==> src/rtl/ysyx_22041461_if_fetch_if.sv <==
// Bus bundle for the instruction-fetch stage: the instruction-memory read
// channel plus the IF/ID output handshake.
// The optional misalignment flag exists only when IF_MISALIGN_CHECK_EN is defined.
interface ysyx_22041461_if_fetch_if #(
    parameter int XLEN  = 64,
    parameter int BUS_W = 64
);
    logic             imem_req_valid_o;
    logic             imem_req_ready_i;
    logic [XLEN-1:0]  imem_req_addr_o;
    logic             imem_rsp_valid_i;
    logic [BUS_W-1:0] imem_rsp_data_i;
    logic             id_valid_o;
    logic             id_ready_i;
    logic [XLEN-1:0]  id_pc_o;
    logic [31:0]      id_inst_o;
`ifdef IF_MISALIGN_CHECK_EN
    logic             id_misalign_o;
`endif

    // Fetch stage side
    modport master (
        output imem_req_valid_o,
        input  imem_req_ready_i,
        output imem_req_addr_o,
        input  imem_rsp_valid_i,
        input  imem_rsp_data_i,
        output id_valid_o,
        input  id_ready_i,
        output id_pc_o,
`ifdef IF_MISALIGN_CHECK_EN
        output id_misalign_o,
`endif
        output id_inst_o
    );

    // Memory / decode side
    modport slave (
        input  imem_req_valid_o,
        output imem_req_ready_i,
        input  imem_req_addr_o,
        output imem_rsp_valid_i,
        output imem_rsp_data_i,
        input  id_valid_o,
        output id_ready_i,
        input  id_pc_o,
`ifdef IF_MISALIGN_CHECK_EN
        input  id_misalign_o,
`endif
        input  id_inst_o
    );
endinterface

==> src/rtl/ysyx_22041461_if_fetch.sv <==
// Instruction-fetch stage: single-outstanding read to instruction memory,
// 32-bit instruction selected from the 64-bit beat by pc[2], held in a
// one-entry IF/ID buffer. pc_adv_o pulses once per completed fetch.
// Optional feature macro: IF_MISALIGN_CHECK_EN (misaligned PC yields a nop
// entry flagged by id_misalign_o without touching memory).
module ysyx_22041461_if_fetch #(
    parameter int XLEN  = 64,
    parameter int BUS_W = 64
) (
    input  logic                     clk,
    input  logic                     rst,
    input  logic [XLEN-1:0]          pc_i,
    input  logic                     pc_valid_i,
    output logic                     pc_adv_o,
    input  logic                     flush_i,
    ysyx_22041461_if_fetch_if.master bus
);

    localparam logic [1:0] ST_IDLE  = 2'd0;
    localparam logic [1:0] ST_REQ   = 2'd1;
    localparam logic [1:0] ST_WAIT  = 2'd2;
    localparam logic [1:0] ST_DRAIN = 2'd3;

    logic [1:0]      state;
    logic [XLEN-1:0] pc_lat;
    logic            req_valid;
    logic [XLEN-1:0] req_addr;
    logic            adv;
    logic            out_valid;
    logic [XLEN-1:0] out_pc;
    logic [31:0]     out_inst;
    logic            pop;
    logic            buf_free;
    logic [31:0]     rsp_inst;
`ifdef IF_MISALIGN_CHECK_EN
    logic            out_misalign;
    logic            misaligned;
`endif

    // Handshake helpers and instruction select
    always_comb begin
        pop      = out_valid & bus.id_ready_i;
        buf_free = ~out_valid | bus.id_ready_i;
        rsp_inst = pc_lat[2] ? bus.imem_rsp_data_i[BUS_W-1:32] : bus.imem_rsp_data_i[31:0];
`ifdef IF_MISALIGN_CHECK_EN
        misaligned = (pc_i[1:0] != 2'b00);
`endif
    end

    // Fetch FSM, request registers and output buffer
    always_ff @(posedge clk) begin
        if (rst) begin
            state     <= ST_IDLE;
            pc_lat    <= '0;
            req_valid <= 1'b0;
            req_addr  <= '0;
            adv       <= 1'b0;
            out_valid <= 1'b0;
            out_pc    <= '0;
            out_inst  <= '0;
`ifdef IF_MISALIGN_CHECK_EN
            out_misalign <= 1'b0;
`endif
        end else begin
            adv <= 1'b0;
            if (pop) begin
                out_valid <= 1'b0;
`ifdef IF_MISALIGN_CHECK_EN
                out_misalign <= 1'b0;
`endif
            end
            if (flush_i) begin
                // An accepted-but-unanswered request must still be drained.
                out_valid <= 1'b0;
                req_valid <= 1'b0;
`ifdef IF_MISALIGN_CHECK_EN
                out_misalign <= 1'b0;
`endif
                case (state)
                    ST_REQ:   state <= bus.imem_req_ready_i ? ST_DRAIN : ST_IDLE;
                    ST_WAIT:  state <= bus.imem_rsp_valid_i ? ST_IDLE : ST_DRAIN;
                    ST_DRAIN: if (bus.imem_rsp_valid_i) state <= ST_IDLE;
                    default:  state <= ST_IDLE;
                endcase
            end else begin
                case (state)
                    ST_IDLE: begin
                        if (pc_valid_i && buf_free) begin
`ifdef IF_MISALIGN_CHECK_EN
                            if (misaligned) begin
                                out_valid    <= 1'b1;
                                out_pc       <= pc_i;
                                out_inst     <= 32'h0000_0013;
                                out_misalign <= 1'b1;
                                adv          <= 1'b1;
                            end else begin
                                pc_lat    <= pc_i;
                                req_valid <= 1'b1;
                                req_addr  <= {pc_i[XLEN-1:3], 3'b000};
                                state     <= ST_REQ;
                            end
`else
                            pc_lat    <= pc_i;
                            req_valid <= 1'b1;
                            req_addr  <= {pc_i[XLEN-1:3], 3'b000};
                            state     <= ST_REQ;
`endif
                        end
                    end
                    ST_REQ: begin
                        if (bus.imem_req_ready_i) begin
                            req_valid <= 1'b0;
                            state     <= ST_WAIT;
                        end
                    end
                    ST_WAIT: begin
                        if (bus.imem_rsp_valid_i) begin
                            out_valid <= 1'b1;
                            out_pc    <= pc_lat;
                            out_inst  <= rsp_inst;
                            adv       <= 1'b1;
`ifdef IF_MISALIGN_CHECK_EN
                            out_misalign <= 1'b0;
`endif
                            state     <= ST_IDLE;
                        end
                    end
                    default: begin
                        if (bus.imem_rsp_valid_i) state <= ST_IDLE;
                    end
                endcase
            end
        end
    end

    // Drive registered outputs
    always_comb begin
        pc_adv_o             = adv;
        bus.imem_req_valid_o = req_valid;
        bus.imem_req_addr_o  = req_addr;
        bus.id_valid_o       = out_valid;
        bus.id_pc_o          = out_pc;
        bus.id_inst_o        = out_inst;
`ifdef IF_MISALIGN_CHECK_EN
        bus.id_misalign_o    = out_misalign;
`endif
    end

endmodule

==> src/flat_wrapper.sv <==
// flat-port wrapper written by rule: the top's interface ports become plain ports
module ysyx_22041461_if_fetch_flat 
#(
    parameter int XLEN  = 64,
    parameter int BUS_W = 64
)
  (clk, rst, pc_i, pc_valid_i, pc_adv_o, flush_i, bus_imem_req_valid_o, bus_imem_req_ready_i, bus_imem_req_addr_o, bus_imem_rsp_valid_i, bus_imem_rsp_data_i, bus_id_valid_o, bus_id_ready_i, bus_id_pc_o, bus_id_inst_o);
  ysyx_22041461_if_fetch_if #(.XLEN(XLEN), .BUS_W(BUS_W)) bus_i ();
  input  logic clk;
  input  logic rst;
  input  logic [XLEN-1:0] pc_i;
  input  logic pc_valid_i;
  output logic pc_adv_o;
  input  logic flush_i;
  output wire logic [$bits(bus_i.imem_req_valid_o)-1:0] bus_imem_req_valid_o;
  input wire logic [$bits(bus_i.imem_req_ready_i)-1:0] bus_imem_req_ready_i;
  output wire logic [$bits(bus_i.imem_req_addr_o)-1:0] bus_imem_req_addr_o;
  input wire logic [$bits(bus_i.imem_rsp_valid_i)-1:0] bus_imem_rsp_valid_i;
  input wire logic [$bits(bus_i.imem_rsp_data_i)-1:0] bus_imem_rsp_data_i;
  output wire logic [$bits(bus_i.id_valid_o)-1:0] bus_id_valid_o;
  input wire logic [$bits(bus_i.id_ready_i)-1:0] bus_id_ready_i;
  output wire logic [$bits(bus_i.id_pc_o)-1:0] bus_id_pc_o;
  output wire logic [$bits(bus_i.id_inst_o)-1:0] bus_id_inst_o;
  assign bus_imem_req_valid_o = bus_i.imem_req_valid_o;
  assign bus_i.imem_req_ready_i = bus_imem_req_ready_i;
  assign bus_imem_req_addr_o = bus_i.imem_req_addr_o;
  assign bus_i.imem_rsp_valid_i = bus_imem_rsp_valid_i;
  assign bus_i.imem_rsp_data_i = bus_imem_rsp_data_i;
  assign bus_id_valid_o = bus_i.id_valid_o;
  assign bus_i.id_ready_i = bus_id_ready_i;
  assign bus_id_pc_o = bus_i.id_pc_o;
  assign bus_id_inst_o = bus_i.id_inst_o;
  ysyx_22041461_if_fetch #(.XLEN(XLEN), .BUS_W(BUS_W)) u_core (.clk(clk), .rst(rst), .pc_i(pc_i), .pc_valid_i(pc_valid_i), .pc_adv_o(pc_adv_o), .flush_i(flush_i), .bus(bus_i));
endmodule
==> config.mk <==
export PLATFORM = sky130hd
export DESIGN_NAME = ysyx_22041461_if_fetch_flat
export DESIGN_NICKNAME = d
export VERILOG_FILES = /design/src/rtl/ysyx_22041461_if_fetch_if.sv /design/src/rtl/ysyx_22041461_if_fetch.sv /design/src/flat_wrapper.sv
export SDC_FILE = /design/constraint.sdc
export NUM_CORES = 1
export LEC_CHECK = 0
export CORE_MARGIN = 3
export CORE_UTILIZATION = 43
export CTS_CLUSTER_DIAMETER = 150
export DETAILED_ROUTE_END_ITERATION = 8
export GPL_TIMING_DRIVEN = 0
export MAX_ROUTING_LAYER = met4
export PLACE_DENSITY = 0.86
export SKIP_CTS_REPAIR_TIMING = 1
export SYNTH_ARGS = -nofsm -noshare
export SYNTH_HDL_FRONTEND = slang
export SYNTH_SLANG_ARGS = --single-unit
==> constraint.sdc <==
create_clock -name clk -period 1.5 [get_ports clk]
set_input_delay 0.3 -clock clk [delete_from_list [all_inputs] [get_ports clk]]
set_output_delay 0.3 -clock clk [all_outputs]
set_load 0.01 [all_outputs]
==> flow_summary.toml, run 1 <==
[yosys]
synthesis.area_um2 = 7220
synthFlopType = "dfxtp_1"
synthDistinctLibCells = 25
synth_area_leader_cell = "dfxtp_1"
ys_warn_count = 0
synth_seq_area_share_pct = 45.8
synth_edf_count = 0
ys_ff_latch = 165
synthTopCellsByArea = "dfxtp_1 (46%), mux2i_1 (13%), nand2b_1 (11%)"
synth_common_cells = "dfxtp_1 (165), nand2b_1 (130), nand2_1 (129)"
syn_inst = 793
synth-async-reset-ratio_pct = 0
syn_area_per_cell_um2 = 9.10
yosysMostFrequentCell = "dfxtp_1"
yosysTopAreaCellShare_pct = 45.8

[job]
maxCapViolCount = 0

[final_layout]
fillers = 1160
final_core_util_pct = 71.2
final_nets = 1241
n_antenna_cell = 0
seq_area_um2 = 3350
area_growth_pct = 59.6
drive_gt1_share_pct = 15.6
multi_input_area_um2 = 3120

[die]
io_pins = 298
fp-row-count = 46
die_w_um = 136
core-area_um2 = 16200
dieArea_um2 = 18400
die_h_um = 136
initial_core_util_pct = 44.6

[sta]
setup_viol = 0
tightest_slew_ns = 0.571
skew_ns = 0.00806
fin_crit_sh_pct = 96.1
relSlewSlack_pct = 61.9
min_period_ns = 1.44
slew_viol_final = 0
fmax_mhz = 693
hold_viol = 0
finalSetupTns_ns = 0

[global_routing]
grt_pass1_vias = 6505
grt_pass1_wl_mm = 34.0
grt_max_degree = 17
antenna_found_initial = 0
grtUsageTotal_pct = 24.3
grt_overflow = 0

[detailed_routing]
viasPerCell = 4.91
initialDrtViolationCount = 288
route.vias.total = 6544
dr.pass1.iters = 5
routed_wl_mm = 22.5
route.detailed.drc = 0
antenna_left = 0
post_drt_wl_per_cell_um = 16.9

[clock_tree]
cts_tree = "yes"
cts-root-buf = "clkbuf_16"
h-tree-depth = 4
clock_latency_ns = 0.42
clock_sinks = 165
cts.path.max_buffers = 2
cts_buffers = 17
path_clk_slew_ns = 0.07

[place]
gp_congestion = 0.849
dp_hpwl_mm = 16.4
io_buffers = 292

[setup_path]
reg2reg_depth = 5
start_kind = "input port"
path_max_fanout = 10
critPathKind = "in2reg"
worst_ep_arrival_time_ns = 1.78
crit_path_end_kind = "register"
required_ns = 1.83

[worst_hold_path]
hold_path_class = "in2reg"
hold_depth = 2

[power_and_ir_drop]
ir_drop_uv = 734
p_leak_uw = 0.00690
powerDensity_nw_per_um2 = 896

[status]
outcome = "finished clean"
[power breakdown]
| group | internal, uW | switching [uW] |
|---|---|---|
| Sequential | 4500 | 86.1 |
| Clock | 2660 | 1810 |
| Combinational | 788 | 480 |
[cell families after synthesis]
group / count (synthesis) / share of synthesized area [%]
DFF: 165 / 45.8
muxes: 96 / 13.3
and+or+nand+nor: 303 / 20.8
AOI/OAI and AO/OA: 104 / 8.86
other: 1 / 0.0520
buffers and inverters: 124 / 11.2
[through the flow]
step | worst slack, ns | cells | total power [uW] | instance area [um2] | hold WS [ns]
6_report | 0.0580 | 1334 | 10300 | 11500 | 0.184
3_3_place_gp | -0.347 | 1303 | 5930 | 10400 | 0.442
5_1_grt | -0.00823 | 1334 | 10600 | 11500 | 0.183
3_5_place_dp | -0.420 | 1303 | 5950 | 10400 | 0.447
2_1_floorplan | 0.160 | 795 | 5260 | 7230 | 0.432
4_1_cts | -0.299 | 1334 | 10400 | 11000 | 0.164
[layer usage]
layer	global-route usage, %	up-vias	wire, um	share of wire (%)
met4	7.50	0	488	2.2
met3	6.80	38	1860	8.2
li1	-	3170	-	-
met1	27.9	3071	8820	39
met5	-	-	0	0
met2	41.5	265	11400	50
[path summary, 6_finish.rpt]
path,startpoint,endpoint,slack (ns)
min,flush_i,u_core.bus.id_valid_o,0.18
min reg2reg,u_core.bus.id_pc_o[40],u_core.bus.id_pc_o[40],0.45
max,bus_id_ready_i,u_core.pc_lat[5],0.06
max reg2reg,u_core.bus.id_valid_o,u_core.pc_lat[5],0.07
[critical path, stage by stage]
cell	delay [ns]
clkdlybuf4s50_1	0.46
nand2b_1	0.20
and4_4	0.26
buf_12	0.15
buf_8	0.18
mux2i_1	0.23
[layout by cell type (no fill, tap or decap), types with 2 or more instances in the layout]
master / count
buf_8: 3
clkbuf_4: 8
inv_1: 2
mux2i_1: 96
clkinv_4: 3
buf_2: 15
buf_6: 7
conb_1: 3
clkinv_2: 3
dfxtp_1: 125
a211oi_2: 5
nor3_1: 2
clkdlybuf4s50_1: 132
clkbuf_1: 23
dfxtp_2: 40
nand2_1: 129
buf_4: 64
clkbuf_16: 17
clkinvlp_4: 2
nand2b_1: 130
nand3_1: 3
a21oi_1: 65
nor2_1: 33
a211oi_1: 32
buf_1: 2
dlymetal6s2s_1: 160
bufinv_16: 3
[final cells by class]
type | instances | area share [%]
buffer | 122 | 7.38
multi-input combinational | 506 | 27.1
sequential | 165 | 29.1
tap | 216 | 2.35
clock buffer | 19 | 3.85
inverter | 2 | 0.0652
clock inverter | 12 | 1.35
timing repair buffer | 292 | 28.9
[sequential cells by signal, summed over array words and instances (netlist names)]
name                         flops
u_core.pc_adv_o                  1
u_core.state                     2
u_core.bus.id_inst_o            32
u_core.bus.id_pc_o              64
u_core.bus.id_valid_o            1
u_core.bus.imem_req_valid_o      1
u_core.bus.imem_req_addr_o       1
u_core.pc_lat                   63
Note: power is estimated with default switching activity, not from simulation.
==> inputs of run 2 (changes only) <==
--- a/config.mk
+++ b/config.mk
@@ -12,6 +12,7 @@
 export GPL_TIMING_DRIVEN = 0
 export MAX_ROUTING_LAYER = met4
 export PLACE_DENSITY = 0.86
+export REMOVE_ABC_BUFFERS = 1
 export SKIP_CTS_REPAIR_TIMING = 1
 export SYNTH_ARGS = -nofsm -noshare
 export SYNTH_HDL_FRONTEND = slang
==> flow_summary.toml, run 2 (synthesized netlist as in run 1, its figures left out) <==
[sta]
skew_ns = 0.0107
holdWs_ns = 0.371
min_period_ns = 1.48
tightest_slew_ns = 0.679
setup_viol = 0
fmax_mhz = 677
relSlewSlack_pct = 54.7
fin_crit_sh_pct = 98.4
hold_viol = 0
slew_viol_final = 0
finalSetupTns_ns = 0

[setup_path]
crit_path_end_kind = "register"
max_stage_delay_ns = 0.38
path_max_fanout = 17
critPathKind = "reg2reg"
crit_slowest_cell = "dfxtp_2"
worst-path-buf-inv = 2
path_cells = "inv_1 > and4_4 > buf_12 > mux2i_1"
cpLargestDelayFamily = "buffers and inverters"
start_kind = "register"
required_ns = 1.83
worst_ep_arrival_time_ns = 1.81

[status]
outcome = "finished clean"

[final_layout]
area_growth_pct = 52.3
largest_reg_flops = 64
layout_common_cells = "dlymetal6s2s_1 (162), dfxtp_1 (162), clkdlybuf4s50_1 (131)"
drive_gt1_share_pct = 5.73
final_nets = 1135
stdcell_area_um2 = 11000

[power_and_ir_drop]
swShare_pct = 22.3
p_comb_share_pct = 10.9
switchingPower_uw = 2300
clockPowerShare_pct = 44.6
seqPwrFrac_pct = 44.5
p_int_uw = 7990
total_power_uw = 10300
powerDensity_nw_per_um2 = 935
ir_drop_uv = 776
p_leak_uw = 0.00651

[die]
fp-row-count = 46
die_h_um = 136
die_w_um = 136
core-area_um2 = 16200
dieArea_um2 = 18400
initial_core_util_pct = 44.6
io_pins = 298

[global_routing]
grt_pass1_vias = 5471
grtUsageTotal_pct = 19.7
grt_overflow = 0
grt_pass1_wl_mm = 28.1
grt_max_degree = 118
antenna_found_initial = 1

[place]
place_area_um2 = 9790
io_buffers = 294
dp_hpwl_mm = 12.9
gp_congestion = 0.735

[worst_hold_path]
hold_path_class = "in2reg"

[detailed_routing]
post_drt_wl_per_cell_um = 16.9
routed_wl_mm = 20.7
antenna_left = 0
initialDrtViolationCount = 306
dr.pass1.iters = 4
route.detailed.drc = 0
route.vias.total = 5978
viasPerCell = 4.86

[clock_tree]
cts-root-buf = "clkbuf_16"
path_clk_slew_ns = 0.07
cts.path.max_buffers = 2
h-tree-depth = 4
clock_latency_ns = 0.42
clock_sinks = 165
cts_tree = "yes"
cts_buffers = 17

[job]
maxCapViolCount = 0
## run 2: changes by cell type in the layout (fill, tap and decap cells not counted), sizes merged
cell and delta:
clkbuf -25, and4 +1, inv +1, dlymetal6s2s +2, clkinv -4, diode +1
and4bb +2, buf -82, clkdlybuf4s50 -1
## run 2: metal layers
layer  vias up  global-route usage (%)  share of wire [%]
li1       2962                       -                  -
met1      2773                    22.6                 41
met2       221                    32.5                 50
met3        22                    7.62                7.4
met4         0                    4.70                1.3
met5         -                       -                  0
## run 2: worst paths after layout
| kind | startpoint | end | slack [ns] | cells past startpoint |
|---|---|---|---|---|
| worst max-delay path | u_core.state[0] | u_core.pc_lat[35] | 0.02 | 4 |
| worst min-delay path | rst | u_core.bus.id_pc_o[37] | 0.37 | 2 |
| worst max register to register | u_core.state[0] | u_core.pc_lat[35] | 0.02 | 4 |
| worst min register to register | u_core.bus.id_pc_o[42] | u_core.bus.id_pc_o[42] | 0.45 | 2 |
## run 2: area by class of cell
cell class                      instances  area, um2
Clock buffer                           22        484
Multi-Input combinational cell        509       3190
Fill cell                            1161       5180
Timing Repair Buffer                  305       3590
Antenna cell                            1       2.50
Sequential cell                       165       3310
Tap cell                              216        270
Inverter                                2       7.51
Clock inverter                          9        143
## run 2: per-stage QoR
stage	setup slack [ns]	cells	util (%)
after floorplan	-1.72	673	-
after global placement	-4.81	1183	59.6
after detailed placement	-1.16	1188	60.5
after CTS	-0.721	1219	64.4
after global routing	-0.0203	1229	68.0
final	0.0234	1229	68.0
## run 2: power by group through the flow
stage / Sequential (uW) / Clock, uW / Combinational [uW]
detailed placement: 4680 / 0 / 1100
CTS: 4580 / 4680 / 1100
floorplan: 4710 / 0 / 348
finish: 4580 / 4590 / 1120
global placement: 4680 / 0 / 1120
global route: 4590 / 4860 / 1190
## run 2: worst reg2reg max path: cells and delay by family, from the launching register on
| family | cells | cell delay [ns] |
|---|---|---|
| buf+inv | 2 | 0.42 |
| flops | 1 | 0.38 |
| simple gates | 1 | 0.35 |
| mux | 1 | 0.25 |
==> inputs of run 3 (changes only) <==
--- a/config.mk
+++ b/config.mk
@@ -9,7 +9,8 @@
 export CORE_UTILIZATION = 43
 export CTS_CLUSTER_DIAMETER = 150
 export DETAILED_ROUTE_END_ITERATION = 8
-export GPL_TIMING_DRIVEN = 0
+export GPL_ROUTABILITY_DRIVEN = 1
+export GPL_TIMING_DRIVEN = 1
 export MAX_ROUTING_LAYER = met4
 export PLACE_DENSITY = 0.86
 export REMOVE_ABC_BUFFERS = 1
==> flow_summary.toml, run 3 (synthesized netlist as in run 1, its figures left out) <==
[status]
outcome = "finished clean"

[final_layout]
final_core_util_pct = 68.0
largest_reg_flops = 64
drive_gt1_share_pct = 6.81
area_growth_pct = 52.4
final_nets = 1150
n_antenna_cell = 0
final_cells = 1244
fillers = 1197
layout_common_cells = "dfxtp_1 (164), dlymetal6s2s_1 (160), clkdlybuf4s50_1 (133)"
mostFrequentLayoutCell = "dfxtp_1"

[sta]
fmax_mhz = 698
slew_viol_final = 0
min_period_ns = 1.43
finalSetupTns_ns = 0
hold_viol = 0
skew_ns = 0.0102
holdWs_ns = 0.226
rsz0062_at_grt = "no"
fin_crit_sh_pct = 95.5
setup_viol = 0
layout_setup_ws_ns = 0.0677

[clock_tree]
clock_latency_ns = 0.42
cts.path.max_buffers = 2
cts_buffers = 17
cts-root-buf = "clkbuf_16"
h-tree-depth = 4
path_clk_slew_ns = 0.06
cts_tree = "yes"
clock_sinks = 165

[place]
gp_congestion = 0.789
io_buffers = 294
detailedPlace.worstSlack_ns = -0.347
dp_hpwl_mm = 13.5
dpl.cell_count = 1212

[detailed_routing]
route.vias.total = 5976
routed_wl_mm = 19.3
antenna_left = 0
post_drt_wl_per_cell_um = 15.5
dr.pass1.iters = 4
route.detailed.drc = 0
viasPerCell = 4.80
initialDrtViolationCount = 237

[die]
core-area_um2 = 16200
dieArea_um2 = 18400
die_w_um = 136
die_h_um = 136
io_pins = 298
initial_core_util_pct = 44.6
fp-row-count = 46

[setup_path]
max_stage_delay_ns = 0.46
path_cells = "clkdlybuf4s50_1 > and4bb_4 > buf_12 > nor2_1 > a211oi_1"
required_ns = 1.82
start_kind = "input port"
critPathKind = "in2reg"
crit_slowest_cell = "clkdlybuf4s50_1"
cpLargestDelayFamily = "buffers and inverters"
worst_ep_arrival_time_ns = 1.75
worst-path-buf-inv = 2
path_max_fanout = 50
crit_path_end_kind = "register"

[power_and_ir_drop]
ir_drop_uv = 809
powerDensity_nw_per_um2 = 918
p_leak_uw = 0.00653

[global_routing]
grtUsageTotal_pct = 20.6
grt_max_degree = 62
grt_pass1_wl_mm = 29.6
antenna_found_initial = 0
grt_overflow = 0
grt_pass1_vias = 5856

[job]
maxCapViolCount = 0

[worst_hold_path]
hold_path_class = "in2reg"
run 3: changes by cell type in the layout (fill, tap and decap cells not counted), moves of 2 or more:
| cell | previous run | this run |
|---|---|---|
| dlymetal6s2s_1 | 162 | 160 |
| dfxtp_4 | 2 | 0 |
| clkbuf_8 | 4 | 0 |
| clkbuf_16 | 19 | 17 |
| inv_6 | 1 | 5 |
| clkdlybuf4s50_1 | 131 | 133 |
| buf_12 | 2 | 10 |
| buf_4 | 2 | 19 |
| buf_16 | 5 | 0 |
| dfxtp_1 | 162 | 164 |
run 3: cell type report:
| type | count | area, um2 | area share, % |
|---|---|---|---|
| Clock buffer | 18 | 429 | 3.90 |
| Sequential cell | 165 | 3300 | 30.0 |
| Tap cell | 216 | 270 | 2.46 |
| Timing Repair Buffer | 323 | 3690 | 33.5 |
| Inverter | 2 | 7.51 | 0.0683 |
| Multi-Input combinational cell | 506 | 3140 | 28.5 |
| Clock inverter | 14 | 165 | 1.50 |
run 3: through the flow:
step,total power (uW),area (um2)
6_report,10100,11000
5_1_grt,10500,11000
4_1_cts,10200,10600
3_5_place_dp,5820,10000
3_3_place_gp,5810,10000
2_1_floorplan,5060,6420
run 3: power breakdown:
group	internal (uW)	total [uW]	switching, uW	leakage (uW)
combinational	700	1130	433	0.00490
clock	2510	4400	1890	0.000290
sequential	4490	4560	79.2	0.00134
total	7700	10100	2400	0.00653
run 3: final timing paths:
check                                            start                       end  slack (ns)  depth (start not counted)
worst max-delay path                           flush_i  u_core.bus.id_inst_o[15]        0.07                          5
worst min-delay path                               rst    u_core.bus.id_pc_o[38]        0.23                          2
worst max register to register         u_core.state[0]  u_core.bus.id_inst_o[15]        0.13                          4
worst min register to register  u_core.bus.id_pc_o[14]    u_core.bus.id_pc_o[14]        0.45                          2
run 3: per-layer routing:
metal	up-vias	global-route usage [%]	wire, um
met5	-	-	0
met1	2717	24.1	7870
met4	0	6.10	359
met3	32	6.17	1430
li1	3005	-	-
met2	222	34.5	9670
